--- src/rtl/impostor_pkg.sv ---
// impostor_pkg: shared state, opcode, class and datapath-select encodings for the impostor_32 control path
package impostor_pkg;
  typedef enum logic [2:0] {S_FETCH, S_DECODE, S_EXEC, S_MEM, S_WB, S_TRAP} state_t;
  localparam logic [6:0] OP_R      = 7'b0110011;
  localparam logic [6:0] OP_I      = 7'b0010011;
  localparam logic [6:0] OP_LOAD   = 7'b0000011;
  localparam logic [6:0] OP_STORE  = 7'b0100011;
  localparam logic [6:0] OP_BRANCH = 7'b1100011;
  localparam logic [6:0] OP_JAL    = 7'b1101111;
  localparam logic [6:0] OP_JALR   = 7'b1100111;
  localparam logic [6:0] OP_LUI    = 7'b0110111;
  localparam logic [6:0] OP_AUIPC  = 7'b0010111;
  localparam logic [1:0] ALU_R     = 2'b00;
  localparam logic [1:0] ALU_I     = 2'b01;
  localparam logic [1:0] ALU_MEM   = 2'b10;
  localparam logic [1:0] ALU_BR    = 2'b11;
  localparam logic [1:0] WB_ALU    = 2'b00;
  localparam logic [1:0] WB_MEM    = 2'b01;
  localparam logic [1:0] WB_PC4    = 2'b10;
  localparam logic [1:0] WB_IMM    = 2'b11;
  localparam logic [1:0] PC_PLUS4  = 2'b00;
  localparam logic [1:0] PC_IMM    = 2'b01;
  localparam logic [1:0] PC_ALU    = 2'b10;
  typedef struct packed {
    logic r;
    logic i;
    logic load;
    logic store;
    logic branch;
    logic jal;
    logic jalr;
    logic lui;
    logic auipc;
  } cls_t;
endpackage

--- src/rtl/opcode_decoder.sv ---
// opcode_decoder: maps instr[6:0] to a one-hot instruction class plus an illegal flag
module opcode_decoder
  import impostor_pkg::*;
(
  input  logic [6:0] i_opcode,
  output cls_t       o_cls,
  output logic       o_illegal
);
  assign o_cls.r      = i_opcode == OP_R;
  assign o_cls.i      = i_opcode == OP_I;
  assign o_cls.load   = i_opcode == OP_LOAD;
  assign o_cls.store  = i_opcode == OP_STORE;
  assign o_cls.branch = i_opcode == OP_BRANCH;
  assign o_cls.jal    = i_opcode == OP_JAL;
  assign o_cls.jalr   = i_opcode == OP_JALR;
  assign o_cls.lui    = i_opcode == OP_LUI;
  assign o_cls.auipc  = i_opcode == OP_AUIPC;
  assign o_illegal    = ~|o_cls;
endmodule

--- src/rtl/multicycle_ctrl.sv ---
// multicycle_ctrl: FETCH/DECODE/EXEC/MEM/WB sequencer with retire counter; MCTRL_TRAP_EN makes illegal opcodes trap
module multicycle_ctrl
  import impostor_pkg::*;
#(
  parameter logic [31:0] RESET_PC = 32'h0000_0000
) (
  input  logic        clk,
  input  logic        reset,
  input  logic [31:0] instr,
  output logic        imem_req,
  input  logic        imem_ready,
  output logic        dmem_req,
  output logic        dmem_we,
  input  logic        dmem_ready,
  input  logic        branch_taken,
  output logic        ir_we,
  output logic [1:0]  alu_op,
  output logic        alu_en_n,
  output logic        alu_src_b,
  output logic        rf_we,
  output logic [1:0]  wb_sel,
  output logic        pc_we,
  output logic [1:0]  pc_sel,
  output logic [31:0] pc_init,
  output logic        retire,
  output logic [31:0] instret,
  output logic        trap
);
  state_t      r_state, w_next;
  cls_t        r_cls, w_cls;
  logic        w_illegal;
  logic [31:0] r_instret;
  logic        w_unused;
  assign w_unused = ^instr[31:7];
  assign pc_init  = RESET_PC;
  assign instret  = r_instret;
  opcode_decoder u_dec (
    .i_opcode (instr[6:0]),
    .o_cls    (w_cls),
    .o_illegal(w_illegal)
  );
  // state register
  always_ff @(posedge clk) r_state <= reset ? S_FETCH : w_next;
  // latch the class in DECODE so later states use it after instr changes
  always_ff @(posedge clk)
    if (reset) r_cls <= '0;
    else if (r_state == S_DECODE) r_cls <= w_cls;
  // retire counter; unconditional add keeps the update path single
  always_ff @(posedge clk) r_instret <= reset ? '0 : r_instret + {31'd0, retire};
  // next state and strobes from state and class; everything quiet while in reset
  always_comb begin
    w_next    = r_state;
    imem_req  = 1'b0;
    dmem_req  = 1'b0;
    dmem_we   = 1'b0;
    ir_we     = 1'b0;
    alu_op    = ALU_R;
    alu_en_n  = 1'b1;
    alu_src_b = 1'b0;
    rf_we     = 1'b0;
    wb_sel    = WB_ALU;
    pc_we     = 1'b0;
    pc_sel    = PC_PLUS4;
    retire    = 1'b0;
    case (r_state)
      S_FETCH: begin
        imem_req = 1'b1;
        ir_we    = imem_ready;
        w_next   = imem_ready ? S_DECODE : S_FETCH;
      end
      S_DECODE: begin
`ifdef MCTRL_TRAP_EN
        w_next = w_illegal ? S_TRAP : S_EXEC;
`else
        w_next = w_illegal ? S_WB : S_EXEC;
`endif
      end
      S_EXEC: begin
        alu_en_n  = 1'b0;
        alu_op    = r_cls.branch ? ALU_BR :
                    (r_cls.load | r_cls.store | r_cls.auipc) ? ALU_MEM :
                    (r_cls.i | r_cls.jalr) ? ALU_I : ALU_R;
        alu_src_b = r_cls.i | r_cls.load | r_cls.store | r_cls.jalr | r_cls.auipc;
        pc_we     = r_cls.branch;
        pc_sel    = (r_cls.branch & branch_taken) ? PC_IMM : PC_PLUS4;
        retire    = r_cls.branch;
        w_next    = r_cls.branch ? S_FETCH : (r_cls.load | r_cls.store) ? S_MEM : S_WB;
      end
      S_MEM: begin
        dmem_req = 1'b1;
        dmem_we  = r_cls.store;
        pc_we    = dmem_ready & r_cls.store;
        retire   = dmem_ready & r_cls.store;
        w_next   = !dmem_ready ? S_MEM : r_cls.store ? S_FETCH : S_WB;
      end
      S_WB: begin
        rf_we  = |r_cls;
        pc_we  = 1'b1;
        wb_sel = r_cls.load ? WB_MEM : (r_cls.jal | r_cls.jalr) ? WB_PC4 : r_cls.lui ? WB_IMM : WB_ALU;
        pc_sel = r_cls.jal ? PC_IMM : r_cls.jalr ? PC_ALU : PC_PLUS4;
        retire = 1'b1;
        w_next = S_FETCH;
      end
      S_TRAP:  w_next = S_TRAP;
      default: w_next = S_FETCH;
    endcase
    if (reset) begin
      imem_req  = 1'b0;
      dmem_req  = 1'b0;
      dmem_we   = 1'b0;
      ir_we     = 1'b0;
      alu_op    = ALU_R;
      alu_en_n  = 1'b1;
      alu_src_b = 1'b0;
      rf_we     = 1'b0;
      wb_sel    = WB_ALU;
      pc_we     = 1'b0;
      pc_sel    = PC_PLUS4;
      retire    = 1'b0;
    end
  end
`ifdef MCTRL_TRAP_EN
  assign trap = !reset && r_state == S_TRAP;
`else
  assign trap = 1'b0;
`endif
endmodule
--- config.mk ---
export PLATFORM = sky130hd
export DESIGN_NAME = multicycle_ctrl
export DESIGN_NICKNAME = d
export VERILOG_FILES = /design/src/rtl/impostor_pkg.sv /design/src/rtl/opcode_decoder.sv /design/src/rtl/multicycle_ctrl.sv
export SDC_FILE = /design/constraint.sdc
export NUM_CORES = 1
export LEC_CHECK = 0
export ABC_AREA = 0
export CAP_MARGIN = 10
export CORE_MARGIN = 2
export CORE_UTILIZATION = 30
export CTS_BUF_LIST = sky130_fd_sc_hd__clkbuf_4
export DETAILED_ROUTE_END_ITERATION = 7
export SLEW_MARGIN = 20
export SYNTH_ARGS = -nofsm -noshare
export SYNTH_HDL_FRONTEND = slang
export SYNTH_SLANG_ARGS = --single-unit
--- constraint.sdc ---
create_clock -name clk -period 5.4 [get_ports clk]
set_input_delay 1.08 -clock clk [delete_from_list [all_inputs] [get_ports clk]]
set_output_delay 1.08 -clock clk [all_outputs]
set_load 0.1 [all_outputs]
**Word-level counts from Yosys, hierarchy flattened**

Cells that the tools add are included.

- $add $sub $neg: 1
- Equality and inequality tests: 14
- Mux-type cells: 38
- Bitwise operators: 10
- Reduce and logical (&&, ||, !) cells: 3

Operators with widths:

| cell | number |
|---|---|
| 32-bit by 1-bit adder with 32-bit output | 1 |
| 2-bit 2-to-1 mux | 12 |
| 7-bit by 6-bit == test with 1-bit output, second input constant | 3 |
| 7-bit == test, second input constant | 3 |
| 1-bit 2-to-1 mux | 18 |
| 9-bit OR reduction | 2 |
| 3-bit 2-to-1 mux | 5 |
| 3-bit one-hot mux with 5 select lines | 1 |
| 7-bit by 5-bit == test with 1-bit output, second input constant | 2 |
| 1-bit bitwise OR | 8 |
| 7-bit by 2-bit == test with 1-bit output, second input constant | 1 |
| 3-bit by 2-bit == test with 1-bit output, second input constant | 2 |
| 3-bit == test, second input constant | 2 |
| 2-bit one-hot mux with 2 select lines | 1 |
| 3-bit by 1-bit == test with 1-bit output, second input constant | 1 |
| 3-bit zero test | 1 |
| 1-bit one-hot mux with 3 select lines | 1 |
| 1-bit AND | 2 |

- Register bits after elaboration: 44
- Bits of input ports: 37
- Output and inout bits: 80
- Logic and storage cells: 77

**Longest topological paths before layout**

Gate-level depths: netlist (run 1).

- Word-level depth: 6
- Mapped depth: 12
- Mapped depth without buffers: 10

**By module**

From an unflattened synthesis (run 1), not the netlist that was laid out.

- Cells, all modules: 324
- Area, all modules: 2,647.5 um^2

By module, submodules not included:

| module | times used | cells each | area each (um^2) | sequential area each (um^2) |
|---|---|---|---|---|
| multicycle_ctrl | 1 | 303 | 2,516.2 | 880.8 |
| opcode_decoder | 1 | 21 | 131.4 | 0.0 |

**Worst setup path after synthesis (run 1)**

Ideal clock, no wire load.

- Path type: input port to output port
- Start point: in reset
- End point: out ir_we
- Data arrival time: 4.961 ns
- Required time: 4.320 ns
- Setup slack: -0.641 ns
- Stages on the path: 2
- Path buffers: 0
- Cell sequence: nor4_1 -> and2_1

- Longest elaborated chain between the ends: 1

RTL lines:

| item | RTL line | RTL |
|---|---|---|
| start, declared | multicycle_ctrl.sv:8 | `input logic reset,` |
| 1-bit 2-to-1 mux | multicycle_ctrl.sv:107 | `if (reset) begin` |
| end, declared | multicycle_ctrl.sv:16 | `output logic ir_we,` |

Every way passes these cells.

**Worst setup path after layout (run 1)**

- Start point: in reset
- End point: out pc_sel[1]

- Longest elaborated chain between the ends: 1

RTL lines:

| item | RTL line | RTL |
|---|---|---|
| 2-bit 2-to-1 mux | multicycle_ctrl.sv:107 |  |
| end, declared | multicycle_ctrl.sv:23 | `output logic [1:0] pc_sel,` |

Every way passes these cells.

==> reports/results.tsv, run 1 <==
stage	metric	value	unit
pwr	combPwrFrac	24.0	%
cells_and_area	antenna_cells	0	
routing	vias_per_cell	4.91	
timing	fin_crit	3.73	ns
setup_path	worstPathRequired	4.32	ns
pwr	powerDensity	207	nW/um2
clocking	clock_latency	0.34	ns
timing	drv_slew	0	
global_routing	grt_pass1_vias	2013	
floorplan	die_w	95.4	um
pwr	clkPwrFrac	23.7	%
clocking	hold_buffers	0	
clocking	clk_path_buf_depth	2	
cells_and_area	layout_commonest_cell	dfxtp_1	
synthesis	synth_compound_area_share	13.9	%
routing	routedWlPerCell	12.4	um
floorplan	dieArea	9100	um2
clocking	cts_buffers	5	
routing	firstDrtPassIters	4	
cells_and_area	nNetsFinal	400	
setup_path	cp_max_fo	49	
synthesis	synth_cell_type_count	42	
pwr	power.leakage	0.00101	uW
synthesis	syn_inst	310	
cells_and_area	num-fill-cells	867	
pwr	switching_share	37.9	%
synthesis	yosys_register_bits	44	
synthesis	syn_area_per_cell	8.09	um2
placement	preCtsSetupSlack	1.30	ns
worst_hold_path	min_from	r_cls[0]$_SDFFE_PP0P_	
routing	ant_nets	0	
synthesis	synth-xor-area-share	4.89	%
floorplan	num_rows	33	
synthesis	synthMuxAreaShare	0.449	%
timing	hold_viol	0	
clocking	clock_tree.root_cell	clkbuf_4	
global_routing	grt_max_degree	50	
floorplan	start_util	30.7	%
placement	port-buffer-count	58	
setup_path	rrSetupSlack	2.36	ns
clocking	postCtsSetupBuffers	0	
setup_path	crit_type	input pin to output port	
floorplan	die_h	95.4	um
placement	gp_congestion	0.741	
global_routing	grt_pass1_wl	9400	um
clocking	cts_resized	0	
setup_path	rr_startpoint	r_state[1]$_SDFF_PP0_	
timing	setup_viol	0	
synthesis	synth_area	2510	um2
synthesis	seq_area_frac_synth	35.1	%
clocking	tritoncts	done	
synthesis	synthAdderAreaFrac	0.998	%
timing	fin_skew	0.0166	ns
global_routing	grt_antenna_before_repair	0	
clocking	h-tree-depth	2	
timing	setup_ws	1.67	ns
timing	maxSlewHeadroom	33.9	%
synthesis	synth_edf_count	0	
pwr	p_sw	239	uW
synthesis	ys_warn_count	0	
setup_path	worst_setup_path_start_kind	input pin	
timing	post-route-period-util	69.1	%
floorplan	core	8180	um2
clocking	cts_sinks	44	
floorplan	io_pins	117	
cells_and_area	drive_above_1_share	8.29	%
synthesis	synthSimpleGateAreaFrac	30.7	%
cells_and_area	layout_common_cells	44 x dfxtp_1, 43 x clkdlybuf4s50_1, 33 x nor2_1, 33 x conb_1, 26 x a21oi_1	
routing	drc_errors	0	
setup_path	cp.arrival	2.65	ns
global_routing	grt_usage	12.7	%
setup_path	critPathCaptureType	output port	
pwr	p_int	391	uW
routing	drtIter0Drc	42	
placement	dp_hpwl	4130	um
cells_and_area	syn2layout_area_growth	21.6	%
clocking	cts.clk_slew.worst_paths	0.11	ns
timing	fmax	268	MHz
routing	vias	2292	
pwr	irDropWorstVdd	0.0801	mV
synthesis	synth_ff_type	dfxtp_1	
global_routing	grt.overflow.total	0	
synthesis	async_flop_share	0	%
timing	setup_tns	0	ns
synthesis	synth_top_family_by_area	simple AND/OR/NAND/NOR gates	
timing	rsz0062_at_grt	false	
status	status	finished clean	
pwr	seqPwrFrac	52.3	%
timing	tightest_slew	0.988	ns
routing	routed_wl	5800	um
flow_run	maxCapViolCount	0	
worst_hold_path	hp-class	flop to flop	
setup_path	critPathLaunch	reset	
metal layers:
layer / vias up / track usage, % / share of wire [%]
met5: - / 0 / 0
met4: 0 / 2.86 / 0.47
met3: 2 / 2.61 / 4.3
met2: 52 / 22.2 / 49
met1: 1066 / 16.1 / 46
li1: 1172 / - / -
state kept, by name (all words and copies together), names as in the netlist:
name and cells:
r_state 3, r_cls 9, instret 32
cells by family (layout without fill, tap and decap cells):
group,count (synthesis),in the layout
buffers and inverters,54,74
XOR/XNOR,14,14
adder cells (fa/ha/maj),2,2
AND/OR/NAND/NOR,138,138
multiplexers,1,1
AO/OA/AOI/OAI,56,56
other,1,33
flip-flops,44,44
synthesized netlist by cell type (10+ instances only):
master | count | area [um2]
dfxtp_1 | 44 | 881
buf_4 | 34 | 255
nor2_1 | 33 | 124
a21oi_1 | 26 | 130
nand2_1 | 17 | 63.8
or4_1 | 17 | 128
nand3_1 | 13 | 65.1
o31ai_1 | 12 | 90.1
clkbuf_1 | 11 | 41.3
nor3_1 | 11 | 55.1
nand4_1 | 10 | 62.6
critical path: stages:
cell and delay, ns:
clkdlybuf4s50_1 0.42, buf_4 0.30, nor2_1 0.18, nand2_1 0.12, nor3b_1 0.22, buf_4 0.33
final timing paths:
check	end	depth (start not counted)
worst max-delay path	pc_sel[1]	6
worst min-delay path	r_cls[0]$_SDFFE_PP0P_	2
worst max register to register	instret[26]$_SDFF_PP0_	8
worst min register to register	r_cls[0]$_SDFFE_PP0P_	2
layout make-up:
cell class | count | area (um2) | share of cell area [%]
multi-input combinational | 244 | 1410 | 46.2
sequential | 44 | 881 | 28.9
timing repair buffer | 59 | 551 | 18.1
tap | 105 | 131 | 4.31
clock buffer | 5 | 37.5 | 1.23
inverter | 7 | 26.3 | 0.862
clock inverter | 3 | 13.8 | 0.452
power groups by stage:
stage,logic (uW),clock network (uW),registers [uW]
global route,157,174,330
floorplan,151,0,337
CTS,151,162,330
finish,151,150,330
global placement,150,0,337
detailed placement,151,0,337
per-stage QoR:
stage	total power (uW)	cell area, um2	instances	utilization (%)	hold slack [ns]
2_1_floorplan	488	2630	342	-	0.444
3_3_place_gp	487	3000	459	36.7	0.463
3_5_place_dp	488	3000	459	36.7	0.467
4_1_cts	642	3050	467	37.3	0.482
5_1_grt	662	3050	467	37.3	0.507
6_report	630	3050	467	37.3	0.475
Note: power is estimated with default switching activity, not from simulation.
==> run 2: changes to the inputs <==
- clock period: 5.4 -> 3.6 ns (I/O delays scaled with it)
==> run 2 against run 1 <==
Sequential cell count stayed put; register-to-register slack worse by 1.6 ns; worst hold slack better by 0.0027 ns; non-clock buffer count is 3 higher; global-route usage is 0.81 points higher; critical endpoint is now instret[31]$_SDFF_PP0_.
==> reports/results.tsv, run 2 (synthesis gave the netlist of run 1 again) <==
stage	metric	value	unit
status	status	finished clean	
clocking	clock_tree.root_cell	clkbuf_4	
placement	port-buffer-count	58	
setup_path	worst_setup_path_start_kind	input pin	
cells_and_area	layout_commonest_cell	dfxtp_1	
setup_path	reg2reg_to	instret[31]$_SDFF_PP0_	
global_routing	grt_antenna_before_repair	0	
setup_path	path_common_cell	nand3_1	
routing	vias_per_cell	5.00	
clocking	cts_buffers	5	
cells_and_area	antenna_cells	0	
cells_and_area	utilization	38.5	%
setup_path	worstPathRequired	3.87	ns
floorplan	dieArea	9100	um2
pwr	p_total	1050	uW
timing	tightest_slew	0.986	ns
pwr	irDropWorstVdd	0.133	mV
cells_and_area	largest_register_ffs	32	
timing	post-route-period-util	83.0	%
timing	drv_slew	0	
timing	hold_viol	0	
clocking	clk_path_buf_depth	2	
setup_path	cp.arrival	3.26	ns
global_routing	grt_pass1_vias	2143	
floorplan	num_rows	33	
routing	firstDrtPassIters	4	
placement	preCtsSetupSlack	0.248	ns
setup_path	crit_slowest_cell	or4_1	
clocking	postCtsSetupBuffers	0	
setup_path	cp_max_fo	4	
timing	hold_ws	0.477	ns
pwr	powerDensity	334	nW/um2
setup_path	rrSetupSlack	0.76	ns
routing	drc_errors	0	
cells_and_area	multi_input_area	1430	um2
setup_path	max_stage_delay	0.62	ns
timing	fin_crit	2.99	ns
placement	dp_hpwl	4240	um
routing	vias	2351	
routing	ant_nets	0	
floorplan	core	8180	um2
cells_and_area	syn2layout_area_growth	25.5	%
cells_and_area	stdcell_count	470	
global_routing	grt.overflow.total	0	
timing	maxSlewHeadroom	34.0	%
setup_path	critPathLaunch	dmem_ready	
timing	fmax	335	MHz
setup_path	endpoint	instret[31]$_SDFF_PP0_	
global_routing	grt_max_degree	34	
routing	drtIter0Drc	64	
setup_path	crit_type	input pin to flop	
global_routing	grt_pass1_wl	9890	um
timing	fin_skew	0.0182	ns
clocking	cts.clk_slew.worst_paths	0.14	ns
floorplan	die_h	95.4	um
clocking	cts_resized	0	
setup_path	ff2ff_path_depth	8	
floorplan	io_pins	117	
cells_and_area	drive_above_1_share	10.7	%
routing	routed_wl	5930	um
clocking	tritoncts	done	
cells_and_area	num-fill-cells	861	
placement	placed_cells_incl_taps	462	
timing	rsz0062_at_grt	false	
cells_and_area	area.sequential	881	um2
setup_path	crit_chain	clkdlybuf4s50_1 -> nand3_1 -> o21ai_0 -> a22oi_1 -> nor2_4 -> ha_1 -> nand3_1 -> or4_1 -> nor3_1 -> mux2_2	
timing	setup_viol	0	
flow_run	maxCapViolCount	0	
clocking	hold_buffers	0	
setup_path	critPathCaptureType	flop	
cells_and_area	layout_common_cells	44 x dfxtp_1, 41 x clkdlybuf4s50_1, 33 x conb_1	
worst_hold_path	hp-class	flop to flop	
clocking	clock_latency	0.37	ns
setup_path	rr_startpoint	r_state[1]$_SDFF_PP0_	
routing	routedWlPerCell	12.6	um
floorplan	die_w	95.4	um
placement	gp_congestion	0.774	
global_routing	grt_usage	13.5	%
clocking	h-tree-depth	2	
timing	setup_ws	0.612	ns
cells_and_area	nNetsFinal	403	
clocking	cts_sinks	44	
pwr	power.leakage	0.00104	uW
floorplan	start_util	30.7	%
==> run 2: worst max-delay path: cells and delay by family <==
kind | cells | cell delay (ns)
compound gates | 2 | 0.24
fa+ha+maj | 1 | 0.21
buf+inv | 1 | 0.50
mux | 1 | 0.36
simple gates | 5 | 1.23
==> run 2: how the worst min path moves through the flow <==
| stage | slack, ns | cells past startpoint | to | startpoint |
|---|---|---|---|---|
| 6_report | 0.48 | 2 | r_cls[1]$_SDFFE_PP0P_ | r_cls[1]$_SDFFE_PP0P_ |
| 5_1_grt | 0.51 | 2 | r_cls[0]$_SDFFE_PP0P_ | r_cls[0]$_SDFFE_PP0P_ |
| 4_1_cts | 0.48 | 2 | r_cls[0]$_SDFFE_PP0P_ | r_cls[0]$_SDFFE_PP0P_ |
| 3_5_place_dp | 0.46 | 2 | r_cls[0]$_SDFFE_PP0P_ | r_cls[0]$_SDFFE_PP0P_ |
| 3_3_place_gp | 0.46 | 2 | r_cls[0]$_SDFFE_PP0P_ | r_cls[0]$_SDFFE_PP0P_ |
| 2_1_floorplan | 0.44 | 2 | r_cls[0]$_SDFFE_PP0P_ | r_cls[0]$_SDFFE_PP0P_ |
==> run 2: cell type report <==
cell class	count	share of cell area (%)
inverter	7	0.835
multi-input combinational	244	45.6
timing repair buffer	62	18.8
tap	105	4.17
sequential	44	28.0
clock buffer	5	1.19
clock inverter	3	1.47
==> run 2: metal layers <==
metal,track usage [%],up-vias,wire length (um)
met5,0,-,0
li1,-,1176,-
met4,4.76,0,95
met2,22.4,70,2780
met1,17.7,1095,2730
met3,2.29,10,329
==> run 2: where the power goes <==
group          internal (uW)  total (uW)  switching [uW]
clock network            149         326             178
registers                489         495            5.53
logic                   28.1         230             202
total                    666        1050             386
==> run 2: metrics by stage <==
stage	area (um2)	setup TNS, ns
2_1_floorplan	2660	-0.739
3_3_place_gp	3060	0
3_5_place_dp	3060	0
4_1_cts	3150	0
5_1_grt	3150	0
6_report	3150	0
==> run 3: changes to the inputs <==
- clock period: 3.6 -> 2.95 ns (I/O delays scaled with it)
==> run 3 against run 2 <==
Via count is 0.34% higher; sequential power is 22% higher; sequential cell count stayed put; clock-buffer cell count stayed put; first-iteration DRC count is 59% higher; combinational power is 29% higher; routed wire length is 0.96% higher; critical path depth is 1 higher; clock power is 13% lower.
==> reports/results.tsv, run 3 (synthesis gave the netlist of run 1 again) <==
stage	metric	value	unit
pwr	power.leakage	0.00118	uW
routing	ant_nets	0	
pwr	combPwrFrac	25.0	%
clocking	postCtsSetupBuffers	0	
setup_path	worstPathRequired	3.24	ns
cells_and_area	nNetsFinal	412	
timing	hold_viol	0	
routing	drc_errors	0	
pwr	seqPwrFrac	50.9	%
timing	fmax	389	MHz
pwr	p_sw	455	uW
setup_path	crit_type	input pin to flop	
setup_path	rr_startpoint	r_state[0]$_SDFF_PP0_	
setup_path	crit_slowest_cell	or4_1	
cells_and_area	largest_register_ffs	32	
placement	dp_hpwl	4490	um
cells_and_area	antenna_cells	0	
timing	setup_viol	0	
timing	drv_slew	0	
worst_hold_path	min_from	r_cls[1]$_SDFFE_PP0P_	
global_routing	grt_usage	13.4	%
setup_path	max_stage_delay	0.51	ns
global_routing	grt_antenna_before_repair	0	
cells_and_area	num-fill-cells	850	
cells_and_area	drive_above_1_share	22.5	%
placement	preCtsSetupSlack	0.00893	ns
timing	setup_ws	0.381	ns
global_routing	grt.overflow.total	0	
placement	gp_congestion	0.787	
timing	post-route-period-util	87.1	%
pwr	clkPwrFrac	24.1	%
worst_hold_path	min_to	r_cls[1]$_SDFFE_PP0P_	
setup_path	worst_setup_path_start_kind	input pin	
global_routing	grt_pass1_wl	9650	um
timing	fin_skew	0.0128	ns
routing	routed_wl	5990	um
floorplan	die_w	95.4	um
clocking	clock_latency	0.36	ns
placement	port-buffer-count	58	
clocking	hold_buffers	0	
clocking	clock_tree.root_cell	clkbuf_4	
clocking	h-tree-depth	2	
clocking	tritoncts	done	
routing	vias_per_cell	4.92	
worst_hold_path	holdPathStages	2	
status	status	finished clean	
floorplan	start_util	30.7	%
timing	tightest_slew	0.634	ns
setup_path	crit_chain	clkdlybuf4s50_1 -> nand3_1 -> o21ai_0 -> a22oi_1 -> nor2_4 -> ha_4 -> nand3_2 -> buf_4 -> or2_4 -> or4_1 -> a21oi_1	
clocking	cts.clk_slew.worst_paths	0.12	ns
setup_path	rrSetupSlack	0.49	ns
clocking	cts_resized	0	
global_routing	grt_max_degree	34	
clocking	cts_sinks	44	
timing	maxSlewHeadroom	57.4	%
cells_and_area	utilization	40.4	%
cells_and_area	multi_input_area	1470	um2
routing	firstDrtPassIters	4	
setup_path	cp.arrival	2.85	ns
cells_and_area	syn2layout_area_growth	31.8	%
flow_run	maxCapViolCount	0	
cells_and_area	layout_commonest_cell	buf_4	
pwr	switching_share	38.4	%
floorplan	die_h	95.4	um
cells_and_area	layout_common_cells	45 x buf_4, 44 x dfxtp_1, 33 x conb_1	
clocking	clk_path_buf_depth	2	
pwr	powerDensity	358	nW/um2
timing	rsz0062_at_grt	false	
routing	vias	2359	
floorplan	num_rows	33	
clocking	cts_buffers	5	
cells_and_area	area.sequential	881	um2
floorplan	io_pins	117	
routing	drtIter0Drc	102	
routing	routedWlPerCell	12.5	um
setup_path	reg2reg_to	instret[23]$_SDFF_PP0_	
floorplan	core	8180	um2
timing	fin_crit	2.57	ns
pwr	irDropWorstVdd	0.194	mV
pwr	p_int	729	uW
setup_path	cp_max_fo	13	
setup_path	critPathCaptureType	flop	
global_routing	grt_pass1_vias	2053	
setup_path	ff2ff_path_depth	10	
worst_hold_path	hp-class	flop to flop	
floorplan	dieArea	9100	um2
-- run 3: cell count changes in the layout (fill, tap and decap cells not counted), moves of 2 or more --
cell             delta
a21oi_1             -2
clkdlybuf4s50_1    -31
buf_12             +13
a21oi_2             +2
buf_4              +27
clkinv_2            +2
-- run 3: routing by layer --
layer	up-vias	share of wire, %	GRT usage, %
met5	-	0	0
met4	0	1.2	3.93
met3	8	7.5	3.64
met2	74	45	20.9
met1	1086	46	18.0
li1	1191	-	-
-- run 3: how the worst max path moves through the flow --
stage | from | endpoint | slack [ns] | cells after the start
after global routing | dmem_ready | instret[25]$_SDFF_PP0_ | 0.24 | 11
after CTS | dmem_ready | instret[25]$_SDFF_PP0_ | 0.39 | 11
final | dmem_ready | instret[23]$_SDFF_PP0_ | 0.38 | 11
after global placement | dmem_ready | instret[25]$_SDFF_PP0_ | -0.003 | 11
after floorplan | r_state[1]$_SDFF_PP0_ | pc_sel[0] | -0.48 | 3
after detailed placement | dmem_ready | instret[25]$_SDFF_PP0_ | 0.009 | 11
-- run 3: area by class of cell --
type / instances / area share [%]
clock buffer: 5 / 1.14
timing repair buffer: 71 / 22.5
inverter: 7 / 0.795
sequential: 44 / 26.6
multi-input combinational: 244 / 44.5
tap: 105 / 3.97
clock inverter: 3 / 0.416
-- run 3: metrics by stage --
step                      instances  total power [uW]  setup TNS, ns  hold WS, ns  area [um2]
after floorplan                 342               899         -0.938        0.444        2710
after global placement          471               911       -0.00322        0.471        3250
after detailed placement        471               912              0        0.478        3250
after CTS                       479              1200              0        0.497        3310
after global routing            479              1240              0        0.519        3310
final                           479              1180              0        0.494        3310
-- run 3: critical path: cells and delay by family --
kind / cells / cell delay (ns)
compound gates: 3 / 0.36
fa+ha+maj: 1 / 0.16
buf+inv: 2 / 0.63
simple gates: 5 / 1.12
-- run 3: power groups by stage --
stage               clock (uW)  sequential [uW]  combinational, uW
finish                     285              603                296
global route               325              604                308
CTS                        303              603                296
detailed placement           0              616                296
global placement             0              616                295
floorplan                    0              618                281
